### src/rtl/calendar_date_counter_pkg.sv
// Shared calendar constants: field widths, month and weekday encodings.
package calendar_defs;

    localparam int MONTH_W = 4;
    localparam int DAY_W   = 5;
    localparam int WDAY_W  = 3;

    localparam logic [MONTH_W-1:0] JAN = 4'd1;
    localparam logic [MONTH_W-1:0] FEB = 4'd2;
    localparam logic [MONTH_W-1:0] MAR = 4'd3;
    localparam logic [MONTH_W-1:0] APR = 4'd4;
    localparam logic [MONTH_W-1:0] MAY = 4'd5;
    localparam logic [MONTH_W-1:0] JUN = 4'd6;
    localparam logic [MONTH_W-1:0] JUL = 4'd7;
    localparam logic [MONTH_W-1:0] AUG = 4'd8;
    localparam logic [MONTH_W-1:0] SEP = 4'd9;
    localparam logic [MONTH_W-1:0] OCT = 4'd10;
    localparam logic [MONTH_W-1:0] NOV = 4'd11;
    localparam logic [MONTH_W-1:0] DEC = 4'd12;

    localparam logic [WDAY_W-1:0] SUN = 3'd0;
    localparam logic [WDAY_W-1:0] MON = 3'd1;
    localparam logic [WDAY_W-1:0] TUE = 3'd2;
    localparam logic [WDAY_W-1:0] WED = 3'd3;
    localparam logic [WDAY_W-1:0] THU = 3'd4;
    localparam logic [WDAY_W-1:0] FRI = 3'd5;
    localparam logic [WDAY_W-1:0] SAT = 3'd6;

endpackage

### src/rtl/calendar_date_counter_month_len_lut.sv
// Combinational month length: 28..31 for valid months, 0 for months 0 and 13..15.
module month_len_lut
    import calendar_defs::*;
#(
    parameter int YEAR_W = 12
) (
    input  logic [YEAR_W-1:0]  year,
    input  logic [MONTH_W-1:0] month,
    output logic [DAY_W-1:0]   len
);

    logic leap;

    // Divisible-by-4 rule only; exact for 1901..2099.
    assign leap = (year[1:0] == 2'b00);

    always_comb begin
        len = '0;
        case (month)
            JAN, MAR, MAY, JUL, AUG, OCT, DEC: len = 5'd31;
            APR, JUN, SEP, NOV:                len = 5'd30;
            FEB:                               len = leap ? 5'd29 : 5'd28;
            default:                           len = '0;
        endcase
    end

endmodule

### src/rtl/calendar_date_counter.sv
// Calendar date register: advances one day per day_tick, loadable via a validated set port.
module calendar_date_counter
    import calendar_defs::*;
#(
    parameter int YEAR_W    = 12,
    parameter int RST_YEAR  = 2015,
    parameter int RST_MONTH = 1,
    parameter int RST_DAY   = 1,
    parameter int RST_WDAY  = 4
) (
    input  logic               clk,
    input  logic               rst,
    input  logic               day_tick,
    input  logic               set_valid,
    input  logic [YEAR_W-1:0]  set_year,
    input  logic [MONTH_W-1:0] set_month,
    input  logic [DAY_W-1:0]   set_day,
    input  logic [WDAY_W-1:0]  set_wday,
    output logic               set_ack,
    output logic               set_err,
    output logic [YEAR_W-1:0]  year,
    output logic [MONTH_W-1:0] month,
    output logic [DAY_W-1:0]   day,
    output logic [WDAY_W-1:0]  wday,
    output logic               month_wrap,
    output logic               year_wrap
);

    logic [YEAR_W-1:0]  year_q, year_d;
    logic [MONTH_W-1:0] month_q, month_d;
    logic [DAY_W-1:0]   day_q, day_d;
    logic [WDAY_W-1:0]  wday_q, wday_d;
    logic               set_ack_q, set_ack_d;
    logic               set_err_q, set_err_d;
    logic               month_wrap_q, month_wrap_d;
    logic               year_wrap_q, year_wrap_d;

    logic [DAY_W-1:0]   cur_len;
    logic [DAY_W-1:0]   set_len;
    logic               set_legal;

    month_len_lut #(.YEAR_W(YEAR_W)) u_cur_len (
        .year  (year_q),
        .month (month_q),
        .len   (cur_len)
    );

    month_len_lut #(.YEAR_W(YEAR_W)) u_set_len (
        .year  (set_year),
        .month (set_month),
        .len   (set_len)
    );

    // An illegal month yields set_len==0, which the day range check rejects on its own.
    assign set_legal = (set_day != '0) && (set_day <= set_len) && (set_wday <= SAT);

    // set_valid is a one-cycle request with no back-pressure: it is always answered on the
    // following cycle by exactly one of set_ack or set_err, and it overrides a same-cycle day_tick.
    always_comb begin
        year_d       = year_q;
        month_d      = month_q;
        day_d        = day_q;
        wday_d       = wday_q;
        set_ack_d    = 1'b0;
        set_err_d    = 1'b0;
        month_wrap_d = 1'b0;
        year_wrap_d  = 1'b0;

        if (set_valid) begin
            if (set_legal) begin
                year_d    = set_year;
                month_d   = set_month;
                day_d     = set_day;
                wday_d    = set_wday;
                set_ack_d = 1'b1;
            end else begin
                set_err_d = 1'b1;
            end
        end else if (day_tick) begin
            wday_d = (wday_q == SAT) ? SUN : wday_q + 1'b1;
            if (day_q < cur_len) begin
                day_d = day_q + 1'b1;
            end else begin
                day_d        = 5'd1;
                month_wrap_d = 1'b1;
                if (month_q == DEC) begin
                    month_d     = JAN;
                    year_d      = year_q + 1'b1;
                    year_wrap_d = 1'b1;
                end else begin
                    month_d = month_q + 1'b1;
                end
            end
        end
    end

    always_ff @(posedge clk) begin
        if (rst) begin
            year_q       <= YEAR_W'(RST_YEAR);
            month_q      <= MONTH_W'(RST_MONTH);
            day_q        <= DAY_W'(RST_DAY);
            wday_q       <= WDAY_W'(RST_WDAY);
            set_ack_q    <= 1'b0;
            set_err_q    <= 1'b0;
            month_wrap_q <= 1'b0;
            year_wrap_q  <= 1'b0;
        end else begin
            year_q       <= year_d;
            month_q      <= month_d;
            day_q        <= day_d;
            wday_q       <= wday_d;
            set_ack_q    <= set_ack_d;
            set_err_q    <= set_err_d;
            month_wrap_q <= month_wrap_d;
            year_wrap_q  <= year_wrap_d;
        end
    end

    assign year       = year_q;
    assign month      = month_q;
    assign day        = day_q;
    assign wday       = wday_q;
    assign set_ack    = set_ack_q;
    assign set_err    = set_err_q;
    assign month_wrap = month_wrap_q;
    assign year_wrap  = year_wrap_q;

endmodule

### config.mk
export PLATFORM = sky130hd
export DESIGN_NAME = calendar_date_counter
export DESIGN_NICKNAME = d
export VERILOG_FILES = /design/src/rtl/calendar_date_counter_pkg.sv /design/src/rtl/calendar_date_counter_month_len_lut.sv /design/src/rtl/calendar_date_counter.sv
export SDC_FILE = /design/constraint.sdc
export NUM_CORES = 1
export LEC_CHECK = 0
export CAP_MARGIN = 10
export CORE_MARGIN = 1
export CORE_UTILIZATION = 30
export CTS_BUF_LIST = sky130_fd_sc_hd__clkbuf_4
export DETAILED_ROUTE_END_ITERATION = 10
export HOLD_SLACK_MARGIN = 0.03
export PLACE_DENSITY_LB_ADDON = 0.2
export SLEW_MARGIN = 20
export SYNTH_ARGS = -nofsm -noshare
export SYNTH_HDL_FRONTEND = slang
export SYNTH_SLANG_ARGS = --single-unit
### constraint.sdc
create_clock -name clk -period 9.2 [get_ports clk]
set_input_delay 1.84 -clock clk [delete_from_list [all_inputs] [get_ports clk]]
set_output_delay 1.84 -clock clk [all_outputs]
set_load 0.02 [all_outputs]
==> Word-level counts from Yosys, hierarchy flattened <==
Index checks and enable logic that the tools add are counted.
{ "op_classes": {"addsub": 4, "n_mul": 0, "div_mod_pow": 0, "order_cmp": 3, "eq_ne": 27, "shifts": 0, "muxes": 26, "bitwise_logic": 2, "reduce_logical": 17} }
{ "ops": {"columns": ["operator", "n"], "rows": [
  ["12-bit 2-to-1 mux", 5],
  ["4-bit equality test (second input constant)", 10],
  ["4-bit by 3-bit equality test with 1-bit output (second input constant)", 8],
  ["5-bit case mux with 3 select lines", 2],
  ["4-bit 2-to-1 mux", 5],
  ["5-bit 2-to-1 mux", 4],
  ["4-bit by 2-bit equality test with 1-bit output (second input constant)", 4],
  ["7-bit OR reduction", 2],
  ["12-bit by 1-bit adder with 12-bit output (second input constant)", 1],
  ["3-bit 2-to-1 mux", 4],
  ["4-bit OR reduction", 3],
  ["4-bit by 1-bit equality test with 1-bit output (second input constant)", 2],
  ["1-bit 2-to-1 mux", 6],
  ["5-bit by 1-bit adder with 5-bit output (second input constant)", 1],
  ["5-bit <= comparator", 1],
  ["5-bit less-than comparator", 1],
  ["5-bit nonzero test", 1],
  ["4-bit by 1-bit adder with 4-bit output (second input constant)", 1],
  ["2-bit zero test", 2],
  ["4-bit AND reduction", 1],
  ["2-bit nonzero test", 2],
  ["3-bit by 1-bit adder with 3-bit output (second input constant)", 1],
  ["3-bit equality test (second input constant)", 1],
  ["3-bit <= comparator (second input constant)", 1],
  ["8 further kinds", 10]
]} }
{ "totals": {"regBits": 28, "latch_bits": 0, "ram_bits": 0, "mem_bits_ro": 0, "out_inout_bits": 28, "elab_cells": 87, "memories": 0} }

==> Depth between registers and ports, before layout <==
Gate-level depths: netlist (run 1).
{ "logic_depth": {"word_depth": 8, "mapped_depth": 13, "ltp_nobuf": 12} }

==> By module <==
Synthesis (run 1) repeated with hierarchy kept, for this count alone.
{ "hier_totals": {"hier_cells": 258, "hier_area_um2": 2039.5} }
{ "by_module_without_submodules": {"columns": ["module", "instances", "cells_per_inst", "area_per_inst_um2"], "rows": [
  ["calendar_date_counter", 1, 236, 1871.8],
  ["month_len_lut", 2, 11, 83.8]
]} }

==> Worst setup path before layout (run 1) <==
Ideal clock, no wire load.
{ "synth_path": {"path_kind": "in2reg", "start": "input set_month[2]", "end": "register day_q[2] (netlist: day[2])", "setup_time_ps": 117, "arrival_time_ps": 4068, "t_required_ps": 9083, "setup_slack_ps": 5015, "stages": 9, "n_path_buf": 0, "path_cell_list": "or3_1 -> o21ai_0 -> ha_1 -> a21o_1 -> mux2i_1 -> a21oi_1 -> o21ai_1 -> o31ai_1 -> a32o_2"} }
{ "synth_between": {"elab_chain_cells": 8, "word_cells_on_any_way": 20, "cone_classes": "order compare (1); eq/ne (13); mux (1); reduce/logical (5)"} }
{ "synth_lines": {"columns": ["element", "line_no", "rtl"], "rows": [
  ["start: declaration", "calendar_date_counter.sv:16", "input logic [MONTH_W-1:0] set_month,"],
  ["4-bit by 1-bit equality test with 1-bit output, or another cell as far along", "calendar_date_counter_month_len_lut.sv:19", "case (month)"],
  ["7-bit OR reduction / 4-bit OR reduction (equally long branches)", "calendar_date_counter_month_len_lut.sv:19", null],
  ["5-bit case mux with 3 select lines (*)", "calendar_date_counter_month_len_lut.sv:19", null],
  ["5-bit <= comparator (*)", "calendar_date_counter.sv:55", "assign set_legal = (set_day != '0) && (set_day <= set_len) && (set_wday <= SAT);"],
  ["1-bit logical AND (*) (2 in series)", "calendar_date_counter.sv:55", null],
  ["2-bit by 1-bit inequality test with 1-bit output (no source line) (*)", null, null],
  ["2-bit AND reduction (no source line) (*)", null, null],
  ["end signal: assignment", "calendar_date_counter.sv:101", "day_q <= DAY_W'(RST_DAY);"],
  ["end signal: assignment", "calendar_date_counter.sv:110", "day_q <= day_d;"],
  ["end: declaration", "calendar_date_counter.sv:31", "logic [DAY_W-1:0] day_q, day_d;"]
]} }
Every way passes the cells marked *; elsewhere a longest branch is shown, timed or not.
A chain may end at the register's enable or synchronous reset.

==> Worst setup path in the final report (run 1) <==
{ "layout_path": {"start": "input set_month[2]", "end": "register year_q[5] (netlist: year[5])"} }
{ "layout_between": {"elab_chain_cells": 8, "word_cells_on_any_way": 20, "cone_classes": "order compare (1); eq/ne (13); mux (1); reduce/logical (5)"} }
{ "layout_lines": {"columns": ["element", "line_no", "rtl"], "rows": [
  ["4-bit by 1-bit equality test with 1-bit output, or another cell as far along", "calendar_date_counter_month_len_lut.sv:19", null],
  ["7-bit OR reduction / 4-bit OR reduction (equally long branches)", "calendar_date_counter_month_len_lut.sv:19", null],
  ["5-bit case mux with 3 select lines (*)", "calendar_date_counter_month_len_lut.sv:19", null],
  ["5-bit <= comparator (*)", "calendar_date_counter.sv:55", null],
  ["1-bit logical AND (*) (2 in series)", "calendar_date_counter.sv:55", null],
  ["2-bit by 1-bit inequality test with 1-bit output (no source line) (*)", null, null],
  ["4-bit AND reduction (no source line) (*)", null, null],
  ["end signal: assignment", "calendar_date_counter.sv:99", "year_q <= YEAR_W'(RST_YEAR);"],
  ["end signal: assignment", "calendar_date_counter.sv:108", "year_q <= year_d;"],
  ["end: declaration", "calendar_date_counter.sv:29", "logic [YEAR_W-1:0] year_q, year_d;"]
]} }
Marked as above.

==> flow_summary.ini, run 1 <==
[logic_synthesis]
synth-edff-count = 0
netlist_instances = 238
yosysSeqAreaShare_pct = 29.4
syn-mean-instance-area_sq_um = 8.02
synth_area_leader_cell = dfxtp_1
ys_async_sr_fraction_pct = 0
synth_top_area_share_pct = 29.4
synth_warnings = 0
syn-num-nets = 282
ys_seq_elements = 28
netlist_area_sq_um = 1910
synthFlopType = dfxtp_1
ys_types = 45
synth.area.top_cells = dfxtp_1 29%, ha_1 10%, mux2i_1 7.3%

[power]
power.leakage_nw = 1.02
p_per_area_nw_per_um2 = 139
vdd_drop_max_uv = 55.1

[routing]
drt-initial-drc-count = 112
wl_per_cell_microns = 14.9
vias = 1959
vias_per_cell = 5.41
antenna_left = 0
dr.pass1.iters = 4
wirelength_microns = 5400
drc_errors = 0

[placement]
dp.cells = 358
numPortBuffers = 55
post_dp_cell_area_sq_um = 2520
pre_cts_ws_ns = 4.10
place_hpwl_microns = 4030
gp_congestion = 0.851

[global_routing]
grt_usage_pct = 17.4
grt.overflow.total = 0
antenna_found_initial = 0
grt_max_degree = 37
grt_pass1_wl_microns = 9090
grt_pass1_vias = 1885

[cts]
cts_root_buffer = clkbuf_4
holdBufCountCts = 0
cts_buffers = 3
clk_latency_ns = 0.34
cts.repair.resized = 0
cts.sinks = 28
cts_max_level = 1
max-clock-path-buffers = 2
clk_pin_slew_ns = 0.16
post_cts_buffers = 0
cts_tree = done

[setup_path]
critPathMaxFanout = 11
worst-setup-path-type = in2reg
required_ns = 9.45
end_kind = flop
cp.arrival_ns = 4.94
crit_path_start_kind = primary input

[timing]
layout_setup_ws_ns = 4.51
slew-limit-headroom_pct = 38.2
finClkSkew_ns = 0.00650
period_needed_ns = 4.69
grt_setup_unrepaired = false
slew_violations = 0
fin_crit_sh_pct = 51.0
finalSetupViolCount = 0
worstMarginPinSlew_ns = 0.924
fmax_ghz = 0.213
hold_viol_final = 0
setup_tns_ns = 0

[finish]
nets = 332
fin_cells = 362
areaGrowthSynthToFinish_pct = 33.2
n_antenna_cell = 0
layout_common_cells = 55 x clkdlybuf4s50_1, 28 x dfxtp_1, 24 x nor2_1, 21 x nand2_1, 16 x ha_1
final_area_sq_um = 2540
layout_commonest_cell = clkdlybuf4s50_1
drive_above_1_share_pct = 3.14

[hold_path]
min_path_type = reg2reg

[floorplan]
die_w_microns = 81.8
core_area_sq_um = 6030
die-area_sq_um = 6690
die-height_microns = 81.8
rows = 28
io_pins = 56
start_util_pct = 31.7

[job]
drv_cap = 0

[outcome]
status = complete, no violations
-- where the power goes --
part | leakage [nW] | switching, mW | internal [mW] | total [mW]
logic | 0.779 | 0.0784 | 0.0681 | 0.146
registers | 0.231 | 0.0175 | 0.133 | 0.151
clock network | 0.0154 | 0.0394 | 0.0160 | 0.0554
-- per-stage QoR --
| step | hold slack, ns | utilization [%] | power (mW) |
|---|---|---|---|
| 6_report | 0.521 | 42.2 | 0.353 |
| 2_1_floorplan | 0.558 | - | 0.242 |
| 4_1_cts | 0.518 | 42.2 | 0.356 |
| 3_5_place_dp | 0.488 | 41.8 | 0.300 |
| 3_3_place_gp | 0.487 | 41.8 | 0.299 |
| 5_1_grt | 0.540 | 42.2 | 0.379 |
-- metal layers --
metal  global-route usage [%]  wire, microns  vias to the layer above
met3                     1.67            166                        9
met4                     5.09             95                        0
li1                         -              -                      989
met1                     24.0           2580                      918
met5                        0              0                        -
met2                     28.4           2560                       43
-- worst paths after layout --
kind,startpoint,end,slack (ns),cells past startpoint
max,set_month[2],year[5],4.51,10
min,year[9],year[9],0.52,2
max reg2reg,month[0],year[9],5.73,12
min reg2reg,year[9],year[9],0.52,2
-- worst max-delay path, stage by stage --
cell and delay [ns]:
clkdlybuf4s50_1 0.48, or3_1 0.41, o21ai_0 0.37, ha_1 0.33, a21o_1 0.17, mux2i_1 0.13, a21oi_1 0.11, o22ai_1 0.62
o21ai_0 0.20, a32o_1 0.29
-- synthesized netlist by cell type, drive strengths merged, types with 2 or more instances --
cell      n
xnor2     2
buf       2
dfxtp    28
nand4     3
nand4b    2
inv      10
a32oi     3
a22oi     3
nor3     11
ha       16
a31oi     8
xor2      2
nand2b    3
nor2     24
mux2i    14
o21ai    10
o31ai     2
nor2b     3
nand3     9
a21oi    13
a21o      3
nand2    21
o22ai     5
and3      2
or2       2
a211oi    5
a32o      4
or3       2
clkbuf    9
o211ai    3
a2111oi   3
-- logic make-up (layout without fill, tap and decap cells) --
group           count (synthesis)  in the layout  share of synthesized area, %
simple gates                   88             88                          22.5
compound gates                 66             66                          23.7
flops                          28             28                          29.4
buf+inv                        21             70                          4.26
fa+ha+maj                      16             16                          10.5
mux                            15             15                          7.93
xor+xnor                        4              4                          1.84
-- sequential cells by signal, summed over array words and instances, names as in the netlist --
register	cells
year	12
day	5
month	4
wday	3
month_wrap	1
set_ack	1
set_err	1
year_wrap	1
-- layout make-up --
cell class	instances	area (sq um)
clock buffers	3	22.5
inverters	10	37.5
well taps	75	93.8
flip-flops and latches	28	561
clock inverters	1	3.75
repair buffers	56	558
fillers	641	3480
multi-input cells	189	1270
Note: power is estimated with default switching activity, not from simulation.
==> run 2: changes to the inputs <==
- clock period: 9.2 -> 4 ns (I/O delays scaled with it)
==> flow_summary.ini, run 2 (synthesis results as in run 1) <==
[floorplan]
die_w_microns = 81.8
core_area_sq_um = 6030
die-height_microns = 81.8
io_pins = 56
die-area_sq_um = 6690
rows = 28
start_util_pct = 31.7

[routing]
vias = 1931
dr.pass1.iters = 4
wl_met1_microns = 2670
routed.top_layer = met4
wl_met3_microns = 167
dr_wl_met2_microns = 2550
drc_errors = 0
wirelength_microns = 5430
vias_per_cell = 5.29
drt-initial-drc-count = 101
wl_per_cell_microns = 14.9
antenna_left = 0

[setup_path]
critPathBufInv = 1
path_cells = inv_1 > ha_1 > o22ai_1 > a32o_1 > a21boi_0 > ha_1 > a21oi_1 > o21ai_0 > a31oi_2 > nor2_1 > a2111oi_0 > a21oi_1
worst-setup-path-type = reg2reg
critPathMaxFanout = 8
required_ns = 4.22
end_kind = flop
cpLargestDelayFamily = compound AO/OA/AOI/OAI gates
crit_path_start_kind = flop
cp_slowest_cell = a2111oi_0
cp.arrival_ns = 3.68
max_stage_delay_ns = 0.51

[cts]
cts_buffers = 3
cts.repair.resized = 0
clk_latency_ns = 0.33
cts_max_level = 1
cts.sinks = 28
holdBufCountCts = 0
clk_pin_slew_ns = 0.16
post_cts_buffers = 0
max-clock-path-buffers = 2
cts_tree = done
cts_root_buffer = clkbuf_4

[finish]
final_area_sq_um = 2570
layout_commonest_cell = clkdlybuf4s50_1
largest_register_ffs = 12
final_util_pct = 42.6
n_antenna_cell = 0
fin_cells = 365
drive_above_1_share_pct = 4.14
areaGrowthSynthToFinish_pct = 34.4
layout_common_cells = 55 x clkdlybuf4s50_1, 28 x dfxtp_1, 24 x nor2_1, 21 x nand2_1, 16 x ha_1
nets = 335

[timing]
fin_crit_sh_pct = 86.5
finalSetupViolCount = 0
slew_violations = 0
finClkSkew_ns = 0.00406
slew-limit-headroom_pct = 62.3
grt_setup_unrepaired = false
layout_setup_ws_ns = 0.541
worstMarginPinSlew_ns = 0.561
period_needed_ns = 3.46
fmax_ghz = 0.289
setup_tns_ns = 0
hold_viol_final = 0

[power]
p_sw_share_pct = 38.1
vdd_drop_max_uv = 115
power.leakage_nw = 1.04
power_frac_comb_pct = 41.8
p_per_area_nw_per_um2 = 317
p_clk_share_pct = 15.5
seqPwrFrac_pct = 42.8
p_int_mw = 0.503
switchingPower_mw = 0.310

[global_routing]
grt_pass1_wl_microns = 8760
grt_pass1_vias = 1804
antenna_found_initial = 0
grt_usage_pct = 16.8
grt.overflow.total = 0
grt_max_degree = 36

[placement]
pre_cts_ws_ns = 0.296
gp_congestion = 0.875
place_hpwl_microns = 4030
post_dp_cell_area_sq_um = 2540
numPortBuffers = 55
dp.cells = 361

[hold_path]
min_path_type = reg2reg

[outcome]
status = complete, no violations

[job]
drv_cap = 0
-- run 2: changes by cell type in the layout (fill, tap and decap cells not counted), sizes merged --
cell  previous run  this run
buf              1         4
-- run 2: worst paths after layout --
kind | from | endpoint | slack, ns | cells past startpoint
min | year[9] | year[9] | 0.52 | 2
max reg2reg | month[0] | year[2] | 0.54 | 12
min reg2reg | year[9] | year[9] | 0.52 | 2
max | month[0] | year[2] | 0.54 | 12
-- run 2: power groups by stage --
stage | clock [mW] | sequential, mW | combinational, mW
2_1_floorplan | 0 | 0.374 | 0.182
3_3_place_gp | 0 | 0.354 | 0.339
3_5_place_dp | 0 | 0.353 | 0.341
4_1_cts | 0.129 | 0.347 | 0.342
5_1_grt | 0.140 | 0.353 | 0.381
6_report | 0.126 | 0.348 | 0.340
-- run 2: final cells by class --
type | instances | area [sq um]
clock inverters | 1 | 3.75
flip-flops and latches | 28 | 561
inverters | 10 | 37.5
repair buffers | 59 | 581
multi-input cells | 189 | 1270
fillers | 625 | 3460
clock buffers | 3 | 22.5
well taps | 75 | 93.8
-- run 2: per-layer routing --
metal  vias to the layer above  global-route usage [%]
met5                         -                       0
met4                         0                    2.81
met3                         4                    1.78
met2                        35                    28.2
met1                       894                    23.4
li1                        998                       -
-- run 2: metrics by stage --
| stage | total power [mW] | hold WS, ns |
|---|---|---|
| after detailed placement | 0.694 | 0.489 |
| after floorplan | 0.556 | 0.558 |
| after global routing | 0.874 | 0.558 |
| after CTS | 0.819 | 0.514 |
| after global placement | 0.693 | 0.490 |
| final | 0.813 | 0.515 |
-- run 2: worst min-delay path, delay by kind of cell, from the launching register on --
kind	cells	cell delay [ns]
flip-flops	1	0.36
AO/OA/AOI/OAI	1	0.07
buffers and inverters	1	0.05
==> run 3: changes to the inputs <==
--- a/config.mk
+++ b/config.mk
@@ -7,2 +7,3 @@
 export LEC_CHECK = 0
+export ABC_AREA = 1
 export CAP_MARGIN = 10
--- a/constraint.sdc
+++ b/constraint.sdc
@@ -3,2 +3,2 @@
 set_output_delay 0.8 -clock clk [all_outputs]
-set_load 0.02 [all_outputs]
+set_load 0.01 [all_outputs]
==> flow_summary.ini, run 3 <==
[outcome]
status = complete, no violations

[logic_synthesis]
ys_async_sr_fraction_pct = 0
ys_seq_elements = 28
synthFlopType = dfxtp_1
synth_top_area_share_pct = 26.2
synth_common_cells = 90 x nand2_1, 36 x inv_1, 30 x nor2_1
synth_warnings = 0
netlist_instances = 328
yosysSeqAreaShare_pct = 26.2
synth_area_leader_cell = dfxtp_1
synth.area.top_cells = dfxtp_1 26%, nand2_1 16%, ha_1 9.3%
synth-edff-count = 0
syn-mean-instance-area_sq_um = 6.53
netlist_area_sq_um = 2140
ys_types = 37
syn-num-nets = 372
post-synth-top-count-cell = nand2_1

[cts]
post_cts_buffers = 0
cts_root_buffer = clkbuf_4
cts.repair.resized = 0
clk_pin_slew_ns = 0.17
cts.sinks = 28
max-clock-path-buffers = 2
clk_latency_ns = 0.36
cts_buffers = 3
holdBufCountCts = 0
cts_max_level = 1
cts_tree = done

[routing]
wl_per_cell_microns = 12.9
antenna_left = 0
drt-initial-drc-count = 122
drc_errors = 0
dr.pass1.iters = 5
vias_per_cell = 4.78
wirelength_microns = 6090
vias = 2256

[timing]
period_needed_ns = 3.02
worstMarginPinSlew_ns = 0.725
setup_tns_ns = 0
finalSetupViolCount = 0
fmax_ghz = 0.331
grt_setup_unrepaired = false
finClkSkew_ns = 0.00422
slew_violations = 0
fin_crit_sh_pct = 75.5
hold_viol_final = 0
slew-limit-headroom_pct = 51.6

[setup_path]
path_cells = clkdlybuf4s50_1 > nor2_1 > nand2_1 > o21a_1 > ha_1 > nand2_1 > nor2_1 > nand2_1 > nand2_1 > nand3_2 > nand2_4 > nand3_4 > nand2_1 > nand2_1 > nor2_1
cp.arrival_ns = 3.33
critPathMaxFanout = 23
cp_slowest_cell = clkdlybuf4s50_1
crit_top_cell = nand2_1
critPathBufInv = 1
ff2ff_path_depth = 16
max_stage_delay_ns = 0.48
r2r_end = year[5]
worst-setup-path-type = in2reg
crit_path_start_kind = primary input
r2r_start = month[0]
required_ns = 4.31
end_kind = flop
cpLargestDelayFamily = simple AND/OR/NAND/NOR gates
rrSetupSlack_ns = 1.08

[finish]
fillCellCount = 769
final_area_sq_um = 2790
areaGrowthSynthToFinish_pct = 30.3
drive_above_1_share_pct = 6.12
layout_common_cells = 90 x nand2_1, 55 x clkdlybuf4s50_1, 36 x inv_1, 30 x nor2_1, 28 x dfxtp_1
n_antenna_cell = 0
largest_register_ffs = 12
nets = 421
layout_commonest_cell = nand2_1
final_util_pct = 40.9

[power]
vdd_drop_max_uv = 140
fin_total_pwr_mw = 0.937
power.leakage_nw = 1.37
p_per_area_nw_per_um2 = 336

[global_routing]
grt.overflow.total = 0
grt_usage_pct = 16.7
grt_pass1_wl_microns = 9980
grt_pass1_vias = 2088
antenna_found_initial = 0
grt_max_degree = 25

[hold_path]
holdPathStages = 2
min_path_type = reg2reg
hold_path.startpoint = year[2]
min_to = year[2]

[floorplan]
start_util_pct = 31.4
die-area_sq_um = 7480
rows = 30
io_pins = 56
die-height_microns = 86.5
die_w_microns = 86.5
core_area_sq_um = 6830

[placement]
post_dp_cell_area_sq_um = 2740
numPortBuffers = 55
gp_congestion = 0.812
place_hpwl_microns = 4460

[job]
drv_cap = 0
## run 3: changes by cell type after synthesis, sizes merged, moves of 6 or more
cell,change
nand3,+21
a31oi,-7
nand2,+77
mux2i,-14
buf,+6
inv,+29
o21ai,+13
nand4,+12
nor2,+7
a21oi,-6
## run 3: report_power, final
part,internal (mW),switching (mW)
registers,0.309,0.0453
logic,0.169,0.212
clock network,0.102,0.100
total,0.580,0.357
## run 3: cell type report
type | count | area, sq um | area share, %
Clock buffer | 3 | 22.5 | 0.807
Clock inverter | 1 | 30.0 | 1.08
Inverter | 40 | 155 | 5.56
Multi-Input combinational cell | 248 | 1350 | 48.2
Sequential cell | 28 | 561 | 20.1
Tap cell | 96 | 120 | 4.30
Timing Repair Buffer | 56 | 558 | 20.0
## run 3: tightest hold or removal path, stage by stage (launching register included)
cell	delay [ns]
dfxtp_1	0.39
nand2_1	0.08
nand3_1	0.05
## run 3: worst max-delay path by stage
stage / start / end / slack [ns] / depth (start not counted)
2_1_floorplan: month[0] / year[0] / 1.49 / 15
3_3_place_gp: set_month[0] / year[5] / 0.69 / 15
3_5_place_dp: set_month[0] / year[7] / 0.61 / 14
4_1_cts: set_month[0] / year[5] / 0.99 / 15
5_1_grt: set_month[0] / year[5] / 0.75 / 17
6_report: set_month[0] / year[5] / 0.98 / 15
## run 3: kinds of logic (layout without fill, tap and decap cells)
| group | after synthesis | after routing | synth area share [%] |
|---|---|---|---|
| flops | 28 | 28 | 26.2 |
| xor+xnor | 6 | 6 | 2.45 |
| fa+ha+maj | 16 | 16 | 9.35 |
| simple gates | 183 | 183 | 39.3 |
| compound gates | 43 | 43 | 11.7 |
| buf+inv | 52 | 100 | 11.0 |
## run 3: per-stage QoR
stage / std cells / hold WS, ns / setup WS, ns
floorplan: 328 / 0.512 / 1.49
global placement: 468 / 0.506 / 0.692
detailed placement: 468 / 0.532 / 0.607
CTS: 472 / 0.554 / 0.990
global route: 472 / 0.572 / 0.748
finish: 472 / 0.548 / 0.981
## run 3: per-layer routing
metal,vias to the layer above,part of all wire [%],track usage (%)
li1,1180,-,-
met1,1004,47,21.8
met2,63,47,28.4
met3,9,4.3,2.00
met4,0,1.7,5.61
met5,-,0,0
